**src/rtl/bcd_pkg.sv**
```systemverilog
// Shared types and elaboration helpers for the binary-to-BCD serial controller.
package bcd_pkg;

  typedef enum logic [1:0] {
    IDLE,
    SHIFT,
    CAPT,
    HOLD
  } state_t;

  localparam int unsigned BCD_DIGIT_W = 4;

  // Decimal digits needed to represent 2^width - 1.
  function automatic int unsigned digits_for_width(input int unsigned width);
    longint unsigned max_val;
    int unsigned     d;
    max_val = (64'd1 << width) - 64'd1;
    d       = 1;
    while (max_val >= 64'd10) begin
      max_val = max_val / 64'd10;
      d++;
    end
    return d;
  endfunction

endpackage

```
**src/rtl/bcd_digit_check.sv**
```systemverilog
// Flags any packed BCD digit holding a value above 9.
module bcd_digit_check
  import bcd_pkg::*;
#(
  parameter int DIGITS = 3
) (
  input  logic [BCD_DIGIT_W*DIGITS-1:0] bcd,
  output logic                          any_gt9
);

  always_comb begin
    any_gt9 = 1'b0;
    for (int unsigned i = 0; i < DIGITS; i++) begin
      if (bcd[i*BCD_DIGIT_W +: BCD_DIGIT_W] > 4'd9) any_gt9 = 1'b1;
    end
  end

endmodule

```
**src/rtl/bin2bcd_ctrl.sv**
```systemverilog
// Serializes a binary word into an external BCD digit-cell chain and
// captures the packed digits (plus an overflow flag) behind a valid/ready pair.
module bin2bcd_ctrl
  import bcd_pkg::*;
#(
  parameter int WIDTH  = 8,
  parameter int DIGITS = 3,
  parameter int CNT_W  = $clog2(WIDTH)
) (
  input  logic                          clk,
  input  logic                          reset,
  input  logic                          in_valid,
  output logic                          in_ready,
  input  logic [WIDTH-1:0]              bin_in,
  output logic                          ser_out,
  output logic                          init_out,
  input  logic                          carry_top,
  input  logic [BCD_DIGIT_W*DIGITS-1:0] bcd_in,
  output logic [BCD_DIGIT_W*DIGITS-1:0] bcd_out,
  output logic                          ovf,
  output logic                          out_valid,
  input  logic                          out_ready
);

  // Too few digits for the full input range: results above 10^DIGITS-1 raise ovf.
  if (DIGITS < digits_for_width(WIDTH)) begin : g_capacity_short
  end

  state_t                          state, state_nxt;
  logic [WIDTH-1:0]                sh, sh_nxt;
  logic [CNT_W-1:0]                cnt, cnt_nxt;
  logic                            ovf_acc, ovf_acc_nxt;
  logic [BCD_DIGIT_W*DIGITS-1:0]   bcd_nxt;
  logic                            ovf_nxt;
  logic                            valid_nxt;
  logic                            digit_err;

  bcd_digit_check #(
    .DIGITS(DIGITS)
  ) u_digit_check (
    .bcd    (bcd_in),
    .any_gt9(digit_err)
  );

  always_ff @(posedge clk) begin
    if (!reset) begin
      state     <= IDLE;
      sh        <= '0;
      cnt       <= '0;
      ovf_acc   <= 1'b0;
      bcd_out   <= '0;
      ovf       <= 1'b0;
      out_valid <= 1'b0;
    end else begin
      state     <= state_nxt;
      sh        <= sh_nxt;
      cnt       <= cnt_nxt;
      ovf_acc   <= ovf_acc_nxt;
      bcd_out   <= bcd_nxt;
      ovf       <= ovf_nxt;
      out_valid <= valid_nxt;
    end
  end

  always_comb begin
    state_nxt   = state;
    sh_nxt      = sh;
    cnt_nxt     = cnt;
    ovf_acc_nxt = ovf_acc;
    bcd_nxt     = bcd_out;
    ovf_nxt     = ovf;
    valid_nxt   = out_valid;
    in_ready    = 1'b0;
    ser_out     = 1'b0;
    init_out    = 1'b0;

    case (state)
      IDLE: begin
        in_ready = 1'b1;
        if (in_valid) begin
          sh_nxt      = bin_in;
          cnt_nxt     = '0;
          ovf_acc_nxt = 1'b0;
          state_nxt   = SHIFT;
        end
      end
      SHIFT: begin
        ser_out     = sh[WIDTH-1];
        init_out    = (cnt == '0);
        sh_nxt      = {sh[WIDTH-2:0], 1'b0};
        cnt_nxt     = cnt + CNT_W'(1);
        ovf_acc_nxt = ovf_acc | carry_top;
        if (cnt == CNT_W'(WIDTH - 1)) state_nxt = CAPT;
      end
      // The chain keeps shifting afterwards, so its digits are only valid here.
      CAPT: begin
        bcd_nxt   = bcd_in;
        ovf_nxt   = ovf_acc | digit_err;
        valid_nxt = 1'b1;
        state_nxt = HOLD;
      end
      HOLD: begin
        if (out_ready) begin
          valid_nxt = 1'b0;
          state_nxt = IDLE;
        end
      end
      default: state_nxt = IDLE;
    endcase
  end

endmodule

```
**config.mk**
```make
export PLATFORM = sky130hd
export DESIGN_NAME = bin2bcd_ctrl
export DESIGN_NICKNAME = d
export VERILOG_FILES = /design/src/rtl/bcd_pkg.sv /design/src/rtl/bcd_digit_check.sv /design/src/rtl/bin2bcd_ctrl.sv
export SDC_FILE = /design/constraint.sdc
export NUM_CORES = 1
export LEC_CHECK = 0
export BUFFER_PORTS_ARGS = -buffer_cell sky130_fd_sc_hd__buf_2
export CAP_MARGIN = 20
export CORE_MARGIN = 8
export CORE_UTILIZATION = 53
export CTS_BUF_LIST = sky130_fd_sc_hd__clkbuf_16
export CTS_CLUSTER_SIZE = 14
export DETAILED_ROUTE_END_ITERATION = 8
export GPL_TIMING_DRIVEN = 0
export PLACE_DENSITY = 0.83
export SLEW_MARGIN = 20
export SYNTH_ARGS = -nofsm -noshare
export SYNTH_HDL_FRONTEND = slang
export SYNTH_HIERARCHICAL = 1
export SYNTH_SLANG_ARGS = --single-unit
export TNS_END_PERCENT = 30
```
**constraint.sdc**
```tcl
create_clock -name clk -period 3.3 [get_ports clk]
set_input_delay 0.66 -clock clk [delete_from_list [all_inputs] [get_ports clk]]
set_output_delay 0.66 -clock clk [all_outputs]
set_load 0.01 [all_outputs]
```
==> metrics.cfg <==
[critical_path]
timing.critical_path.cells = inv_1, ha_1, buf_6, buf_4, and2_1, buf_2
cp-start-kind = register
cp.arrival_ps = 1530
cp_slowest_cell = dfxtp_1
critPathBufInv = 4
critical-path-max-stage-delay_ps = 390
cp.required_ps = 2640
path_delay_family = buffers and inverters
worst-path-max-fanout = 10
timing_worst_setup_path_type = reg -> out
timing.critical_path.to_type = output port

[routing]
drt-pass1-iter-count = 4
avgViaCountPerCell = 5.24
routed_wirelength_um = 2930
post_detailed_route_count_of_antenna_violating_nets = 0
first_iter_violations = 56
drc = 0
route.detailed.wl_per_inst_um = 14.4
vias_after_detailed_routing = 1069

[power_and_ir_drop]
combPwrFrac = 0.382
power_density_nw_per_um2 = 818
p_int_w = 0.000915
sw_frac_of_total = 0.321
p_seq_frac = 0.353
power.total_w = 0.00135
pwr-share-clk = 0.265
total_leakage_power_nw = 0.795
ir_worst_vdd_mv = 0.587
p_switching_w = 0.000433

[cts]
clk_transition_reported_paths_ps = 70
cts.repair.resized = 0
ctsRootBufferMaster = clkbuf_16
cts_tree = built
cts.repair_timing.setup_buffer_count = 0
max-clock-path-buffers = 2
cts.sink_count = 28
cts_hold_repair.buffers = 0
cts_made_buffers = 3
htreeDepth = 1
clkLatencyLatePin_ps = 260

[floorplan]
die_width_um = 65.6
initial_core_util = 0.542
die_h_um = 65.6
die_area_um2 = 4310
rows = 18
coreArea_um2 = 2410
boundaryPins = 42

[finish]
post_layout_nonfiller_instances = 204
flow.area_growth_from_synthesis_pct = 26.2
num-nets-final = 207
antenna-diode-count = 0
drive_above_1_share = 0.293

[sta]
finalCriticalPeriod_ps = 2190
slew_headroom = 0.694
finalHoldWorstSlack_ps = 485
fin_tns_setup_ps = 0
max_freq_mhz = 456
clock_skew_ps = 2.57
postLayoutSetupSlackWorst_ps = 1110
timing.final.setup_violations = 0
setup_repair_after_global_routing_missed_its_margin = false
final_max_slew_viol_count = 0
max_slew.worst_pin.slew_ps = 447
layout_worst_path_cycle_share = 0.664
hold_viol_final = 0

[status]
outcome = complete, no violations

[job]
drv_cap = 0

[global_routing]
total_track_usage = 0.145
first_global_vias = 1147
wire_length_of_the_first_global_routing_pass_um = 4950
antenna_found_initial = 0
grt_start_max_net_pins = 17
overflow = 0

[synthesis]
syn_nets = 162
synth.yosys.seq_area_share = 0.429
synth-async-reset-ratio = 0
synth.cells.most_frequent = dfxtp_1 (28), mux2i_1 (22), nor2b_1 (15)
yosys_warnings = 6
synth_top_cells_by_area = dfxtp_1 (43%), mux2i_1 (17%), nor2b_1 (7.2%), ha_1 (6.7%), o211a_1 (5.4%)
synthesis_stage_register_bit_count = 28
synth_area_leader_cell = dfxtp_1
synth_top_cell_area_share = 0.429
synthFlopType = dfxtp_1
synth-edff-count = 0
yosysMostFrequentCell = dfxtp_1
synthesis.instances = 130
synth.avg_cell_area_um2 = 10.0
synth_cell_type_count = 23
netlist_area_um2 = 1310

[placement]
placement.setup.worst_slack_ps = 1400
gp_congestion = 0.743
number_of_i_o_port_buffers = 40
dpl.cell_count = 200
detailedPlacementHpwl_um = 2270

[worst_hold_path]
path_type_of_the_worst_min_delay_path = reg -> reg

==> worst paths after layout <==
kind,startpoint,end,slack (ps),depth (start not counted)
setup / recovery,state[1],ser_out,1110,6
hold / removal,sh[0],sh[0],490,2
hold reg to reg,sh[0],sh[0],490,2
setup reg to reg,state[1],sh[6],1740,6
==> cells in the final DEF (no fill, tap or decap), types with 3 or more instances in the layout <==
master	instances
buf_2	41
clkbuf_1	3
clkbuf_16	3
dfxtp_1	28
ha_1	7
inv_1	6
mux2i_1	22
nand2_1	14
nand3_1	3
nor2_1	3
nor2b_1	15
o211a_1	7
o21ai_0	3
o21ai_1	3
==> tightest hold or removal path, stage by stage (launching register included) <==
cell and delay (ps):
dfxtp_1 320, nand2_1 50, a21boi_0 70
==> layout make-up <==
cell class	count	area, um^2
multi-input combinational	88	669
buffer	8	53.8
timing repair buffer	40	200
fill	183	761
clock inverter	1	30.0
sequential	28	561
tap	30	37.5
inverter	6	22.5
clock buffer	3	75.1
==> kinds of logic (layout without fill, tap and decap cells) <==
| kind of cell | Yosys count | after routing | share of synthesized area |
|---|---|---|---|
| buffers and inverters | 14 | 58 | 0.0584 |
| AO/OA/AOI/OAI | 21 | 21 | 0.124 |
| flip-flops | 28 | 28 | 0.429 |
| AND/OR/NAND/NOR | 37 | 37 | 0.142 |
| multiplexers | 23 | 23 | 0.180 |
| adder cells (fa/ha/maj) | 7 | 7 | 0.0670 |
==> power groups by stage <==
stage	Clock, W	Sequential [W]	Combinational (W)
3_3_place_gp	0	0.000476	0.000498
6_report	0.000357	0.000476	0.000515
5_1_grt	0.000378	0.000488	0.000570
2_1_floorplan	0	0.000490	0.000368
3_5_place_dp	0	0.000482	0.000516
4_1_cts	0.000362	0.000475	0.000524
==> flip-flops by register name, summed over array words and instances (netlist names) <==
name	count
bcd_out	12
cnt	3
out_valid	1
ovf	1
ovf_acc	1
sh	8
state	2
==> metrics by stage <==
stage	instance area (um^2)	utilization
finish	1650	0.684
global route	1650	0.684
CTS	1650	0.684
detailed placement	1540	0.641
global placement	1540	0.641
floorplan	1310	-
==> per-layer routing <==
metal / wire length (um) / vias to the layer above / GRT usage
met5: 0 / - / 0
met4: 63 / 0 / 0.0736
met3: 129 / 6 / 0.0408
met2: 1520 / 28 / 0.270
met1: 1220 / 501 / 0.141
li1: - / 534 / -
Power figures use the tool's default switching activity.
